--- config.mk ---
export PLATFORM = sky130hd
export DESIGN_NAME = mem_bus_arbiter
export DESIGN_NICKNAME = d
export VERILOG_FILES = /design/src/rtl/mem_bus_arbiter_pkg.sv /design/src/rtl/mem_bus_arbiter.sv
export SDC_FILE = /design/constraint.sdc
export NUM_CORES = 1
export LEC_CHECK = 0
export CAP_MARGIN = 20
export CORE_AREA = 3 3 199 201
export CTS_BUF_LIST = sky130_fd_sc_hd__clkbuf_8
export DETAILED_ROUTE_END_ITERATION = 16
export DIE_AREA = 0 0 202 204
export PLACE_DENSITY = 0.59
export REMOVE_ABC_BUFFERS = 1
export SYNTH_ARGS = -nofsm -noshare
export SYNTH_HDL_FRONTEND = slang
export SYNTH_SLANG_ARGS = --single-unit
--- constraint.sdc ---
create_clock -name clk -period 4.95 [get_ports clk]
set_input_delay 0.99 -clock clk [delete_from_list [all_inputs] [get_ports clk]]
set_output_delay 0.99 -clock clk [all_outputs]
set_load 0.01 [all_outputs]
--- src/rtl/mem_bus_arbiter_pkg.sv ---
// -----------------------------------------------------------------------------
// mem_bus_arbiter_pkg
//   Shared types for the instruction/data memory bus arbiter.
//   - u1 / u64        : common scalar and 64-bit word types
//   - msize_t         : access size encoding carried on the memory bus
//   - mem_arb_state_t : arbiter FSM state encoding
//   - WAIT_W          : width of the busy-cycle watchdog counter
//   - select_word()   : picks the 32-bit instruction word out of a 64-bit beat
// -----------------------------------------------------------------------------
package mem_bus_arbiter_pkg;

    typedef logic        u1;
    typedef logic [63:0] u64;

    typedef enum logic [2:0] {
        MSIZE1 = 3'd0,
        MSIZE2 = 3'd1,
        MSIZE4 = 3'd2,
        MSIZE8 = 3'd3
    } msize_t;

    typedef enum logic [1:0] {
        IDLE   = 2'd0,
        IFETCH = 2'd1,
        DMEM   = 2'd2
    } mem_arb_state_t;

    localparam int WAIT_W = 8;

    // Instructions are 4 bytes inside an 8-byte bus beat; address bit 2
    // selects which half of the beat holds the requested word.
    function automatic logic [31:0] select_word(input u64 beat, input u1 upper_half);
        return upper_half ? beat[63:32] : beat[31:0];
    endfunction

endpackage

--- src/rtl/mem_bus_arbiter.sv ---
// -----------------------------------------------------------------------------
// mem_bus_arbiter
//   Arbitrates a single shared memory bus between the fetch stage (ireq_*) and
//   the memory stage (dreq_*). Data requests have strict priority. A granted
//   request is latched and the bus is driven only from the latched copy, so the
//   pipeline may change its request inputs while the access is in flight.
//   Every access is followed by one IDLE cycle before the next grant.
//
// Parameters
//   TIMEOUT      : busy cycles without mresp_valid before the access is
//                  abandoned and bus_err is raised (1..255)
//
// Ports
//   clk, reset           : clock, asynchronous active-high reset
//   ireq_valid/addr      : instruction fetch request (held until response/flush)
//   iresp_valid/data     : one-cycle instruction response, 32-bit word
//   dreq_valid/write/size/strobe/addr/wdata : data request (held until response)
//   dresp_valid/rdata    : one-cycle data response, 64-bit read data
//   mreq_valid/write/size/strobe/addr/wdata : shared bus request (registered)
//   mresp_valid/data     : shared bus completion and read data
//   stall_all            : freeze every pipeline register
//   stall_fetch          : freeze the fetch/decode register
//   flush                : branch redirect; kills a pending or in-flight fetch
//   bus_err              : sticky watchdog flag, cleared only by reset
// -----------------------------------------------------------------------------
module mem_bus_arbiter
    import mem_bus_arbiter_pkg::*;
#(
    parameter int TIMEOUT = 255
) (
    input  logic        clk,
    input  logic        reset,

    input  logic        ireq_valid,
    input  logic [63:0] ireq_addr,
    output logic        iresp_valid,
    output logic [31:0] iresp_data,

    input  logic        dreq_valid,
    input  logic        dreq_write,
    input  logic [2:0]  dreq_size,
    input  logic [7:0]  dreq_strobe,
    input  logic [63:0] dreq_addr,
    input  logic [63:0] dreq_wdata,
    output logic        dresp_valid,
    output logic [63:0] dresp_rdata,

    output logic        mreq_valid,
    output logic        mreq_write,
    output logic [2:0]  mreq_size,
    output logic [7:0]  mreq_strobe,
    output logic [63:0] mreq_addr,
    output logic [63:0] mreq_wdata,
    input  logic        mresp_valid,
    input  logic [63:0] mresp_data,

    output logic        stall_all,
    output logic        stall_fetch,
    input  logic        flush,
    output logic        bus_err
);

    localparam logic [WAIT_W-1:0] TIMEOUT_CNT = WAIT_W'(TIMEOUT);

    mem_arb_state_t    state_reg,    state_next;
    logic              write_reg,    write_next;
    msize_t            size_reg,     size_next;
    logic [7:0]        strobe_reg,   strobe_next;
    logic [63:0]       addr_reg,     addr_next;
    logic [63:0]       wdata_reg,    wdata_next;
    logic [WAIT_W-1:0] wait_cnt_reg, wait_cnt_next;
    logic              discard_reg,  discard_next;
    logic              bus_err_reg,  bus_err_next;

    logic [WAIT_W-1:0] wait_inc;
    logic              iresp_hit;
    logic              dresp_hit;

    assign wait_inc = wait_cnt_reg + WAIT_W'(1);

    // ---------------------------------------------------------------------
    // Next-state logic: grants, request latching, watchdog, discard tracking
    // ---------------------------------------------------------------------
    always_comb begin
        state_next    = state_reg;
        write_next    = write_reg;
        size_next     = size_reg;
        strobe_next   = strobe_reg;
        addr_next     = addr_reg;
        wdata_next    = wdata_reg;
        wait_cnt_next = wait_cnt_reg;
        discard_next  = discard_reg;
        bus_err_next  = bus_err_reg;

        unique case (state_reg)
            IDLE: begin
                // mresp_valid is deliberately ignored here.
                if (dreq_valid) begin
                    state_next    = DMEM;
                    write_next    = dreq_write;
                    size_next     = msize_t'(dreq_size);
                    strobe_next   = dreq_strobe;
                    addr_next     = dreq_addr;
                    wdata_next    = dreq_wdata;
                    wait_cnt_next = '0;
                end else if (ireq_valid && !flush) begin
                    // A redirect in the same cycle makes this address stale,
                    // so the fetch is only granted without a flush.
                    state_next    = IFETCH;
                    write_next    = 1'b0;
                    size_next     = MSIZE4;
                    strobe_next   = 8'h00;
                    addr_next     = ireq_addr;
                    wdata_next    = 64'h0;
                    wait_cnt_next = '0;
                end
            end

            IFETCH, DMEM: begin
                if (mresp_valid) begin
                    state_next   = IDLE;
                    discard_next = 1'b0;
                end else begin
                    wait_cnt_next = wait_inc;
                    if (wait_inc == TIMEOUT_CNT) begin
                        // Abandon the access; no response pulse is produced.
                        state_next   = IDLE;
                        bus_err_next = 1'b1;
                        discard_next = 1'b0;
                    end else if (state_reg == IFETCH && flush) begin
                        // The bus beat must still complete, but its data is
                        // for a wrong-path fetch and must not be delivered.
                        discard_next = 1'b1;
                    end
                end
            end

            default: state_next = IDLE;
        endcase
    end

    // ---------------------------------------------------------------------
    // State and latched request registers
    // ---------------------------------------------------------------------
    always_ff @(posedge clk or posedge reset) begin
        if (reset) begin
            state_reg    <= IDLE;
            write_reg    <= 1'b0;
            size_reg     <= MSIZE1;
            strobe_reg   <= 8'h00;
            addr_reg     <= 64'h0;
            wdata_reg    <= 64'h0;
            wait_cnt_reg <= '0;
            discard_reg  <= 1'b0;
            bus_err_reg  <= 1'b0;
        end else begin
            state_reg    <= state_next;
            write_reg    <= write_next;
            size_reg     <= size_next;
            strobe_reg   <= strobe_next;
            addr_reg     <= addr_next;
            wdata_reg    <= wdata_next;
            wait_cnt_reg <= wait_cnt_next;
            discard_reg  <= discard_next;
            bus_err_reg  <= bus_err_next;
        end
    end

    // ---------------------------------------------------------------------
    // Outputs: bus side comes from the latched copy, responses pass through
    // combinationally in the completion cycle.
    // ---------------------------------------------------------------------
    always_comb begin
        dresp_hit = (state_reg == DMEM) && mresp_valid;
        iresp_hit = (state_reg == IFETCH) && mresp_valid && !discard_reg && !flush;

        mreq_valid  = (state_reg != IDLE);
        mreq_write  = write_reg;
        mreq_size   = size_reg;
        mreq_strobe = strobe_reg;
        mreq_addr   = addr_reg;
        mreq_wdata  = wdata_reg;

        dresp_valid = dresp_hit;
        dresp_rdata = mresp_data;
        iresp_valid = iresp_hit;
        iresp_data  = select_word(mresp_data, addr_reg[2]);

        stall_all   = dreq_valid && !dresp_hit;
        stall_fetch = (dreq_valid && !dresp_hit) || (ireq_valid && !iresp_hit && !flush);
        bus_err     = bus_err_reg;
    end

endmodule

==> results of run 1 <==
-- layout make-up --
class / count / area share [%]
clock buffer: 18 / 1.93
clock inverter: 14 / 0.867
inverter: 10 / 0.331
multi-input combinational: 373 / 21.7
sequential: 152 / 29.6
tap: 511 / 4.98
timing repair buffer: 522 / 40.6
-- final timing paths --
path                                          start                         end  slack, ns
min in group asynchronous                     reset  mreq_wdata[37]$_DFFE_PP0P_       1.03
max reg2reg                state_reg[0]$_DFFE_PP0P_  mreq_wdata[47]$_DFFE_PP0P_       2.69
max in group asynchronous                     reset    mreq_addr[8]$_DFFE_PP0P_       3.05
max                                     mresp_valid                 stall_fetch       1.46
min reg2reg                     bus_err$_DFFE_PP0P_         bus_err$_DFFE_PP0P_       0.47
min                             bus_err$_DFFE_PP0P_         bus_err$_DFFE_PP0P_       0.47
-- layer usage --
layer  track usage, %  wire length [um]  part of all wire [%]  vias to the layer above
met2             23.4             14500                    51                      289
met1             15.2             11000                    38                     3054
met3             5.43              2560                   9.0                       22
li1                 -                 -                     -                     3088
met5                0                21                 0.074                        -
met4             3.26               408                   1.4                        4
-- cells by family (layout without fill, tap and decap cells) --
group,after synthesis,in the layout,share of synthesized area (%)
xor gates and xnor gates,3,3,0.359
DFF,152,152,52.0
buffers and inverters,118,564,10.0
AOI/OAI and AO/OA,166,166,16.3
adders and majority gates,5,5,0.856
muxes,102,102,14.5
and+or+nand+nor,97,97,5.94
-- report_power, final --
| part | switching [mW] | internal (mW) |
|---|---|---|
| clock | 0.496 | 0.403 |
| combinational | 1.49 | 1.88 |
| sequential | 0.322 | 1.82 |
| total | 2.31 | 4.10 |
-- layout by cell type (no fill, tap or decap), drive strengths merged, types with 5 or more instances in the layout --
cell type / count
a22o: 76
and2: 5
buf: 8
clkbuf: 18
clkdlybuf4s50: 514
clkinvlp: 5
dfrtp: 152
ha: 5
inv: 14
mux2: 32
mux2i: 70
nand2: 71
o21ai: 69
==> qor.yml, run 1 <==
synth:
  yosys.area.top_type: "dfrtp_1"
  synth.most_common_cell: "dfrtp_1"
  synthArstFlopShare_pct: 100
  yosysSeqAreaShare_pct: 52.0
  synth_area_um2: 7310
  yosys_register_bits: 152
  syn_area_per_cell_um2: 11.4
  synth_commonest_cells: "152 x dfrtp_1, 76 x a22o_1, 71 x nand2_1, 70 x buf_4, 70 x mux2i_1"
  synth_ff_type: "dfrtp_1"
  synth_edf_count: 0
  yosys_warnings: 0
  yosysUniqueCellTypes: 45
  synthTopCellsByArea: "dfrtp_1 52%, mux2i_1 9.6%, a22o_1 9.1%"
  synth_top_area_share_pct: 52.0
  syn_inst: 643
pwr:
  vdd_drop_max_mv: 0.269
  powerDensity_nw_per_um2: 499
  leakage_nw: 5.38
  p_total_mw: 6.41
grt:
  grt_use_total_pct: 13.3
  grt_max_degree: 112
  grt_pass1_wl_um: 42300
  grt_pass1_vias: 6744
  antenna_found_initial: 4
  overflow: 0
routing:
  num_vias: 6457
  drtIter0Drc: 218
  drtAntennaViolNets: 0
  drcViolationCount: 0
  wire_per_inst_um: 17.8
  drt-pass1-iter-count: 4
  vias_per_cell: 4.04
  finalWirelength_um: 28500
setup_path:
  crit_type: "in -> out"
  cpMaxStageDelayCell: "clkdlybuf4s50_1"
  required_ns: 3.96
  crit_path_end_kind: "output port"
  worst-path-stages: 5
  rr_worst_depth: 5
  cp-start-kind: "primary input"
  crit_buf_inv: 2
  critPathArrivalTime_ns: 2.50
  crit_path_max_incr_delay_ns: 0.53
  path_max_fanout: 7
  crit_top_cell: "clkdlybuf4s50_1"
  crit_chain: "clkdlybuf4s50_1 -> and2_1 -> nor2b_1 -> a21o_1 -> clkdlybuf4s50_1"
  crit_family: "buffers and inverters"
finish:
  finalNonFillerCells: 1600
  regArea_um2: 3800
  n_antenna_cell: 0
  fin_nets: 1355
  fin_area_um2: 12800
  drive_above_1_share_pct: 7.16
  postLayoutCoreUtil_pct: 34.0
  fillCellCount: 3841
  areaGrowthSynthToFinish_pct: 75.7
  multiInputGateArea_um2: 2780
timing:
  drv_slew: 0
  whs_ns: 0.467
  slew_headroom_pct: 27.4
  worst_slack_ns: 1.46
  finClkSkew_ns: 0.00769
  setup_viol: 0
  finalCritPeriodShare_pct: 70.5
  finalSetupTns_ns: 0
  tightest_slew_ns: 1.09
  post-route-min-period_ns: 3.49
  fmax_mhz: 287
  final_hold_viol_count: 0
  rsz0062_at_grt: "false"
worst_hold_path:
  hold_class: "reg -> reg"
  hold_path_depth: 1
clocking:
  htreeDepth: 4
  path_clk_slew_ns: 0.08
  cts_setup_buffers: 0
  cts_repair_resize_count: 0
  numClockSinks: 152
  worst_skew_pair.late_latency_ns: 0.46
  numCtsBuffers: 17
  cts_tree: "built"
  clock_path_buffers: 2
  cts_hold_buf: 0
  cts_root_buf: "clkbuf_8"
placed_design:
  gp_congestion: 0.788
  io_buffers: 515
  dp_hpwl_um: 22400
  post_dp_cell_area_um2: 12500
  place_inst: 1568
  place_ws_ns: 1.47
run:
  cap_violations: 0
die:
  die_y_um: 204
  coreArea_um2: 37800
  rows: 71
  start_util_pct: 19.4
  ioPinCount: 516
  chipWidth_um: 202
  dieArea_um2: 41200
outcome:
  status: "complete, no violations"
Note: power is estimated with default switching activity, not from simulation.
==> run 2, diff against run 1 <==
clock period = 2.99 ns   (was 4.95 ns; I/O delays follow)
==> run 2 against run 1 <==
Clock power up 74%. Final area up 1.3%. Clock skew up 0.0071 ns. Register-to-register slack worse by 1.7 ns. Count of clock-buffer cells in the layout down 1. Total power up 69%. First-iteration DRC count down 11%. Combinational power up 69%. Via count up 0.93%. Non-clock buffer count up 11.
==> qor.yml, run 2 (same netlist as run 1, synthesis figures left out) <==
outcome:
  status: "complete, no violations"  # unchanged
clocking:
  path_clk_slew_ns: 0.08  # about the same
  cts_hold_buf: 0  # unchanged
  clock_path_buffers: 2  # unchanged
  numClockSinks: 152  # unchanged
  worst_skew_pair.late_latency_ns: 0.48  # was 0.46 ns
  htreeDepth: 4  # unchanged
  cts_setup_buffers: 0  # unchanged
  cts_repair_resize_count: 0  # unchanged
  cts_tree: "built"  # unchanged
  cts_root_buf: "clkbuf_8"  # unchanged
  numCtsBuffers: 17  # unchanged
setup_path:
  worst-path-stages: 5  # unchanged
  timing.rr.end: "mreq_wdata[30]$_DFFE_PP0P_"  # was mreq_wdata[47]$_DFFE_PP0P_
  rr_worst_depth: 5  # unchanged
  path_max_fanout: 7  # unchanged
  crit_family: "buffers and inverters"  # unchanged
  crit_path_max_incr_delay_ns: 0.53  # about the same
  cpMaxStageDelayCell: "clkdlybuf4s50_1"  # unchanged
  cp-start-kind: "primary input"  # unchanged
  rrSetupSlack_ns: 1.04  # was 2.69 ns
  crit_chain: "clkdlybuf4s50_1 -> and2_1 -> nor2b_1 -> a21o_1 -> clkdlybuf4s50_1"  # unchanged
  crit_path_end_kind: "output port"  # unchanged
  crit_buf_inv: 2  # unchanged
  required_ns: 2.39  # was 3.96 ns
  crit_top_cell: "clkdlybuf4s50_1"  # unchanged
  crit_type: "in -> out"  # unchanged
  critPathArrivalTime_ns: 2.17  # was 2.50 ns
  r2r_start: "state_reg[0]$_DFFE_PP0P_"  # unchanged
worst_hold_path:
  hold_path_depth: 2  # was 1
  holdCritStartpoint: "mreq_addr[27]$_DFFE_PP0P_"  # was bus_err$_DFFE_PP0P_
  hold_class: "reg -> reg"  # unchanged
  worstHoldEndpoint: "mreq_addr[27]$_DFFE_PP0P_"  # was bus_err$_DFFE_PP0P_
grt:
  grt_use_total_pct: 13.4  # was 13.3%
  antenna_found_initial: 3  # was 4
  grt_max_degree: 113  # was 112
  overflow: 0  # unchanged
  grt_pass1_wl_um: 42600  # was 42,300 um
  grt_pass1_vias: 7000  # was 6,744
pwr:
  vdd_drop_max_mv: 0.460  # was 0.269 mV
  powerDensity_nw_per_um2: 832  # was 499 nW/um2
  leakage_nw: 5.46  # was 5.38 nW
  p_total_mw: 10.8  # was 6.41 mW
timing:
  rsz0062_at_grt: "false"  # unchanged
  drv_slew: 0  # unchanged
  worst_slack_ns: 0.225  # was 1.46 ns
  final_hold_viol_count: 0  # unchanged
  fmax_mhz: 362
  tightest_slew_ns: 0.589  # was 1.09 ns
  setup_viol: 0  # unchanged
  post-route-min-period_ns: 2.76
  finalCritPeriodShare_pct: 92.5
  slew_headroom_pct: 60.7  # was 27.4%
  finClkSkew_ns: 0.0147  # was 0.00769 ns
  whs_ns: 0.482  # was 0.467 ns
finish:
  mostFrequentLayoutCell: "clkdlybuf4s50_1"  # unchanged
  fin_nets: 1366  # was 1,355
  areaGrowthSynthToFinish_pct: 77.9  # was 75.7%
  fin_area_um2: 13000  # was 12,800 um2
  drive_above_1_share_pct: 8.36  # was 7.16%
  postLayoutCoreUtil_pct: 34.5  # was 34.0%
  final_cell_mix: "514 x clkdlybuf4s50_1, 152 x dfrtp_1, 76 x a22o_1"  # unchanged
die:
  chipWidth_um: 202  # unchanged
  start_util_pct: 19.4  # unchanged
  dieArea_um2: 41200  # unchanged
  coreArea_um2: 37800  # unchanged
  die_y_um: 204  # unchanged
  ioPinCount: 516  # unchanged
  rows: 71  # unchanged
placed_design:
  io_buffers: 515  # unchanged
  post_dp_cell_area_um2: 12600  # was 12,500 um2
  dp_hpwl_um: 23000  # was 22,400 um
  place_ws_ns: 0.255  # was 1.47 ns
  gp_congestion: 0.774  # was 0.788
routing:
  drtAntennaViolNets: 0  # unchanged
  wire_per_inst_um: 17.8  # about the same
  drcViolationCount: 0  # unchanged
  num_vias: 6517  # was 6,457
  vias_per_cell: 4.04  # about the same
  finalWirelength_um: 28600  # was 28,500 um
  drtIter0Drc: 194  # was 218
  drt-pass1-iter-count: 4  # unchanged
run:
  cap_violations: 0  # unchanged
[run 2: cell count changes in the layout (fill, tap and decap cells not counted), moves of 3 or more]
cell	delta
inv_6	+5
buf_4	+6
buf_12	+5
inv_1	-3
clkinvlp_4	-3
[run 2: worst register-to-register path: stages, from the launching register on]
cell	delay (ns)
dfrtp_1	0.41
inv_1	0.09
ha_1	0.33
and2_2	0.59
buf_4	0.32
a22o_1	0.15
[run 2: report_power, final]
part           total (mW)  switching (mW)  internal [mW]
Combinational        5.70            2.48           3.21
Clock                1.56           0.885          0.675
Sequential           3.57           0.549           3.02
Total                10.8            3.92           6.91
[run 2: worst max path at each step]
stage,end,start
after floorplan,mreq_addr[0]$_DFFE_PP0P_,ireq_valid
after global placement,stall_fetch,mresp_valid
after detailed placement,stall_fetch,mresp_valid
after CTS,stall_fetch,state_reg[0]$_DFFE_PP0P_
after global routing,stall_fetch,state_reg[0]$_DFFE_PP0P_
final,stall_fetch,mresp_valid
[run 2: routing by layer]
metal / track usage, % / part of all wire, % / vias up
li1: - / - / 3124
met1: 14.9 / 39 / 3074
met2: 23.9 / 51 / 293
met3: 5.40 / 8.8 / 24
met4: 3.54 / 1.2 / 2
met5: 0 / 0.045 / -
[run 2: through the flow]
stage | std cells | TNS, ns
floorplan | 535 | -523.85
global route | 1612 | 0
detailed placement | 1579 | 0
CTS | 1611 | 0
finish | 1612 | 0
global placement | 1579 | 0
[run 2: final cells by class]
| type | count | area [um2] |
|---|---|---|
| multi-input combinational | 373 | 2780 |
| fill | 3844 | 24700 |
| antenna | 1 | 2.50 |
| tap | 511 | 639 |
| clock inverter | 15 | 141 |
| sequential | 152 | 3800 |
| timing repair buffer | 533 | 5360 |
| inverter | 10 | 42.5 |
| clock buffer | 17 | 234 |
